<file path="src/rtl/seq_serializer.sv">
// seq_serializer: parallel-to-serial front end for the sequence detector.
// Words arrive over valid/ready; one bit per clk leaves on a registered x.
module seq_serializer #(
    parameter int   WIDTH     = 8,
    parameter bit   MSB_FIRST = 1'b1,
    parameter logic IDLE_BIT  = 1'b0
) (
    input  logic             clk,
    input  logic             rst,
    input  logic [WIDTH-1:0] din,
    input  logic             din_valid,
    output logic             din_ready,
    output logic             x,
    output logic             x_valid,
    output logic             busy
);

    localparam int CNT_W = $clog2(WIDTH);
    localparam logic [CNT_W-1:0] LAST = CNT_W'(WIDTH - 1);

    typedef enum logic {
        S_IDLE,
        S_SHIFT
    } state_t;

    state_t           r_state;
    state_t           w_state_nxt;
    logic [CNT_W-1:0] r_cnt;
    logic [CNT_W-1:0] w_cnt_nxt;
    logic [WIDTH-1:0] r_shreg;
    logic [WIDTH-1:0] w_shreg_nxt;
    logic             r_x;
    logic             w_x_nxt;
    logic             r_x_valid;
    logic             w_x_valid_nxt;
    logic             r_busy;

    logic             w_last;
    logic             w_ready;
    logic             w_accept;
    logic             w_load_bit;
    logic [WIDTH-1:0] w_load_rem;
    logic             w_next_bit;
    logic [WIDTH-1:0] w_next_rem;

    // The first bit goes straight into r_x at load time, so the
    // shift register only ever holds the bits still to be sent.
    assign w_load_bit = MSB_FIRST ? din[WIDTH-1] : din[0];
    assign w_load_rem = MSB_FIRST ? (din << 1) : (din >> 1);
    assign w_next_bit = MSB_FIRST ? r_shreg[WIDTH-1] : r_shreg[0];
    assign w_next_rem = MSB_FIRST ? (r_shreg << 1) : (r_shreg >> 1);

    // Ready in IDLE and on the last bit of a word, so streams have no gap.
    assign w_last   = (r_state == S_SHIFT) && (r_cnt == LAST);
    assign w_ready  = !rst && ((r_state == S_IDLE) || w_last);
    assign w_accept = din_valid && w_ready;

    assign din_ready = w_ready;
    assign x         = r_x;
    assign x_valid   = r_x_valid;
    assign busy      = r_busy;

    // State register.
    always_ff @(posedge clk or posedge rst) begin
        if (rst) begin
            r_state <= S_IDLE;
        end else begin
            r_state <= w_state_nxt;
        end
    end

    // Next-state and next-output decode.
    always_comb begin
        w_state_nxt   = r_state;
        w_cnt_nxt     = r_cnt;
        w_shreg_nxt   = r_shreg;
        w_x_nxt       = r_x;
        w_x_valid_nxt = r_x_valid;
        unique case (r_state)
            S_IDLE: begin
                w_x_nxt       = IDLE_BIT;
                w_x_valid_nxt = 1'b0;
                if (w_accept) begin
                    w_state_nxt   = S_SHIFT;
                    w_cnt_nxt     = '0;
                    w_shreg_nxt   = w_load_rem;
                    w_x_nxt       = w_load_bit;
                    w_x_valid_nxt = 1'b1;
                end
            end
            S_SHIFT: begin
                if (w_accept) begin
                    w_cnt_nxt     = '0;
                    w_shreg_nxt   = w_load_rem;
                    w_x_nxt       = w_load_bit;
                    w_x_valid_nxt = 1'b1;
                end else if (w_last) begin
                    w_state_nxt   = S_IDLE;
                    w_cnt_nxt     = '0;
                    w_x_nxt       = IDLE_BIT;
                    w_x_valid_nxt = 1'b0;
                end else begin
                    w_cnt_nxt     = r_cnt + CNT_W'(1);
                    w_shreg_nxt   = w_next_rem;
                    w_x_nxt       = w_next_bit;
                    w_x_valid_nxt = 1'b1;
                end
            end
            default: begin
                w_state_nxt   = S_IDLE;
                w_x_nxt       = IDLE_BIT;
                w_x_valid_nxt = 1'b0;
            end
        endcase
    end

    // Datapath and registered outputs.
    always_ff @(posedge clk or posedge rst) begin
        if (rst) begin
            r_cnt     <= '0;
            r_shreg   <= '0;
            r_x       <= IDLE_BIT;
            r_x_valid <= 1'b0;
        end else begin
            r_cnt     <= w_cnt_nxt;
            r_shreg   <= w_shreg_nxt;
            r_x       <= w_x_nxt;
            r_x_valid <= w_x_valid_nxt;
        end
    end

    // busy is its own flop that tracks x_valid exactly.
    always_ff @(posedge clk or posedge rst) begin
        if (rst) begin
            r_busy <= 1'b0;
        end else begin
            r_busy <= w_x_valid_nxt;
        end
    end

endmodule

</file>
<file path="config.mk">
export PLATFORM = sky130hd
export DESIGN_NAME = seq_serializer
export DESIGN_NICKNAME = d
export VERILOG_FILES = /design/src/rtl/seq_serializer.sv
export SDC_FILE = /design/constraint.sdc
export NUM_CORES = 1
export LEC_CHECK = 0
export ABC_AREA = 1
export BUFFER_PORTS_ARGS = -buffer_cell sky130_fd_sc_hd__buf_4
export CORE_AREA = 5 5 42 44
export DETAILED_ROUTE_END_ITERATION = 7
export DIE_AREA = 0 0 47 49
export PLACE_DENSITY = 0.79
export SYNTH_ARGS = -nofsm -noshare
export SYNTH_HDL_FRONTEND = slang
export SYNTH_SLANG_ARGS = --single-unit
</file>
<file path="constraint.sdc">
create_clock -name clk -period 2.1 [get_ports clk]
set_clock_uncertainty 0.15 [all_clocks]
set_input_delay 0.42 -clock clk [delete_from_list [all_inputs] [get_ports clk]]
set_output_delay 0.42 -clock clk [all_outputs]
set_load 0.01 [all_outputs]
</file>
# Word-level counts from Yosys, hierarchy flattened

Cells that the tools add are included.

$add $sub $neg: 1
Eq/ne operators: 3
Mux-type cells: 16
Bitwise gates (word level): 1
Reduce and logical (&&, ||, !) cells: 6

Operator list:

| operator                                      | number |
|---|---|
| two-way mux 8 bit                             | 3 |
| case mux 8 bit (2 select lines)               | 1 |
| two-way mux 3 bit                             | 3 |
| two-way mux 1 bit                             | 6 |
| case mux 3 bit (2 select lines)               | 1 |
| case mux 1 bit (2 select lines)               | 2 |
| adder 3 x 1 -> 3 bit, second input constant   | 1 |
| equality test 3 bit, second input constant    | 1 |
| logical AND 1 bit                             | 3 |
| != test 3 x 2 -> 1 bit, second input constant | 1 |
| != test 2 bit, second input constant          | 1 |
| AND reduction 2 bit                           | 1 |
| zero test 1 bit                               | 1 |
| logical OR 1 bit                              | 1 |
| inverter 1 bit                                | 1 |

Flip-flop bits (word level): 13
Output and inout port bits: 4
Word-level logic and storage cells: 31

# Depth between registers and ports, before layout

Word-level depth: 7
Depth in mapped cells: 9

# Worst setup path before layout

Ideal clock, no wire load.

Path type: register to output
Start point: reg r_cnt[0]
End point: out din_ready
Arrival time: 1041 ps
Required time: 1530 ps
Setup slack: 489 ps
Cell stages (with the launch flop): 7
Cells stage by stage: dfrtp_1 > ha_1 > ha_1 > inv_1 > nand2_4 > inv_1 > nor2_1

Cells in the longest elaborated chain, start to end: 4

Ends and longest elaborated chain:

| element                | line | text |
|---|---|---|
| from (decl)            | 28   | `logic [CNT_W-1:0] r_cnt;` |
| from (signal assigned) | 125  | `r_cnt <= w_cnt_nxt;` |
| equality test 3 bit    | 54   | `assign w_last = (r_state == S_SHIFT) && (r_cnt == LAST);` |
| logical AND 1 bit      | 54   |  |
| logical OR 1 bit       | 55   | `assign w_ready = !rst && ((r_state == S_IDLE) \|\| w_last);` |
| logical AND 1 bit      | 55   |  |
| to (decl)              | 12   | `output logic din_ready,` |

No other way between the ends.

# Final worst setup path

Same ends and word-level chain as after synthesis.

==> reports/metrics.csv <==
stage,metric,value,unit
status,outcome,"finished, final reports clean",
final_layout,final_cell_mix,"33 x nand2_1, 16 x inv_1, 16 x buf_4, 12 x dfrtp_1, 8 x o21ai_0",
sta,maxSlewHeadroom,0.8476,
die,fp.dieW,47,um
final_layout,design_area,787.0,um2
route,wire_per_inst,9.578,um
sta,worst_pin_slew,0.2287,ns
die,die_y,49,um
clocking,clock_path_buffers,2,
route,drcViolationCount,0,
route,vias,517,
final_layout,drive_above_1_share,0.2400,
sta,timing.hold.ws,0.06645,ns
worst_setup_path,cp-start-kind,register,
global_routing,antenna_found_initial,0,
global_routing,grt_max_degree,14,
worst_hold_path,holdCritPathClass,primary input to asynchronous set/reset pin,
yosys,ys_warn_count,0,
yosys,synth_area_leader_cell,dfrtp_1,
yosys,ys_ff_latch,12,
global_routing,grt_pass1_wl,1.800,mm
clocking,htreeDepth,1,
final_layout,diodes,0,
final_layout,final_common_cell,nand2_1,
global_routing,overflow,0,
yosys,syn_nets,95,
die,core-area,1401,um2
yosys,yosysTopAreaCellShare,0.4771,
die,io_pins,15,
clocking,clk_pin_slew,0.08,ns
sta,fin_ws,0.1159,ns
die,dieArea,2303,um2
yosys,ys_seq_area_frac,0.4771,
yosys,netlist_area,629.4,um2
sta,finalSetupViolations,0,
sta,fin_crit,1.984,ns
sta,min_period_over_period,0.9448,
worst_setup_path,critPathMaxFanout,3,
yosys,syn_inst,82,
pwr,finalPower,998.9,uW
pwr,p_leak,0.4636,nW
clocking,clockRootBuffer,clkbuf_4,
route,drt_iter0_markers,21,
route,antenna_left,0,
final_layout,syn2layout_area_growth,25.05,%
worst_setup_path,required,1.53,ns
global_routing,track_usage,0.1119,
route,via_per_inst,4.457,
route,first_pass_iters,4,
final_layout,layout.nets,114,
clocking,cts_inserted_buffers,3,
sta,max_freq,504.0,MHz
worst_setup_path,cp.arrival,1.41,ns
route,wirelength,1.111,mm
global_routing,grt_pass1_vias,432,
place,post-dp-hpwl,844.1,um
pwr,ir_drop,0.0006285,V
sta,hold_viol,0,
place,place_ws,0.3137,ns
die,rows,14,
die,initial_core_util,0.4491,
worst_setup_path,critPathKind,register to primary output,
place,place_area,743.2,um2
yosys,synth_area_leaders,"dfrtp_1 48%, nand2_1 20%, inv_1 10%",
clocking,cts_tree,done,
sta,tns,0,ns
clocking,clock_latency,0.27,ns
sta,rsz0062_at_grt,no,
worst_setup_path,end_kind,primary output,
yosys,postSynthAreaPerCell,7.675,um2
job,max_cap_viol_count,0,
clocking,clock_sink_count,12,
sta,slew_violations,0,
pwr,powerDensity,1269,nW/um2
place,numPortBuffers,14,
yosys,ys_types,12,
place,routabilityCongestion,0.7799,
[cells by family (layout without fill, tap and decap cells)]
group / after synthesis / after routing / share of synthesized area
adder cells (fa/ha/maj): 2 / 2 / 0.03976
buffers and inverters: 20 / 38 / 0.1392
flip-flops: 12 / 12 / 0.4771
AND/OR/NAND/NOR: 40 / 40 / 0.2803
AO/OA/AOI/OAI: 8 / 8 / 0.06362
[where the power goes]
group / internal, mW / total (mW) / switching, mW
Combinational: 0.180 / 0.426 / 0.246
Clock: 0.105 / 0.182 / 0.0771
Sequential: 0.329 / 0.390 / 0.0615
[through the flow]
stage	cells	util
2_1_floorplan	82	-
3_3_place_gp	111	0.5304
3_5_place_dp	111	0.5304
4_1_cts	115	0.5563
5_1_grt	116	0.5616
6_report	116	0.5616
[sequential cells by signal (all words and copies together), names as in the netlist]
signal and cells:
busy 1, r_cnt 3, r_shreg 7, x 1
[timing repair]
item,in CTS,in global routing
setup buffers,0,1
hold endpoints to repair,0,0
hold buffers,0,0
resized for setup,0,1
setup endpoints to repair,0,1
[routing by layer]
layer / track usage / wire (um) / part of all wire / vias to the layer above
met5: 0 / 0 / 0 / -
met3: 0.04428 / 95 / 0.086 / 4
met4: 0.07834 / 27 / 0.024 / 0
met2: 0.1425 / 507 / 0.46 / 16
li1: - / - / - / 279
met1: 0.1484 / 482 / 0.43 / 218
[cells in the mapped netlist (all sizes together)]
master,number
o21ai,8
nand3,5
nor2,1
dfrtp,12
ha,2
clkinv,1
nand2,34
inv,17
buf,2
[final cells by class]
cell class | count | area (um2)
fillers | 136 | 614.3
flip-flops and latches | 12 | 300.3
multi-input cells | 50 | 241.5
repair buffers | 16 | 120.1
inverters | 18 | 68.82
clock buffers | 4 | 36.28
well taps | 16 | 20.02
[path summary, 6_finish.rpt]
| path | startpoint | endpoint | slack, ns | cells after the start |
|---|---|---|---|---|
| max reg2reg | r_cnt[0] | r_shreg[2] | 0.30 | 10 |
| max in group asynchronous | rst | r_shreg[1] | 1.58 | 3 |
| max | r_cnt[0] | din_ready | 0.12 | 7 |
| min reg2reg | r_shreg[3] | r_shreg[3] | 0.33 | 2 |
| min | rst | r_cnt[2] | 0.07 | 3 |
| min in group clk | din[0] | r_shreg[1] | 0.21 | 3 |
[worst max-delay path, cell delays in order, from the launching register on]
cell     delay, ns
dfrtp_1       0.40
ha_1          0.20
ha_1          0.18
inv_1         0.09
nand2_4       0.05
inv_2         0.06
nor2_1        0.04
buf_4         0.13
Note: power is estimated with default switching activity, not from simulation.
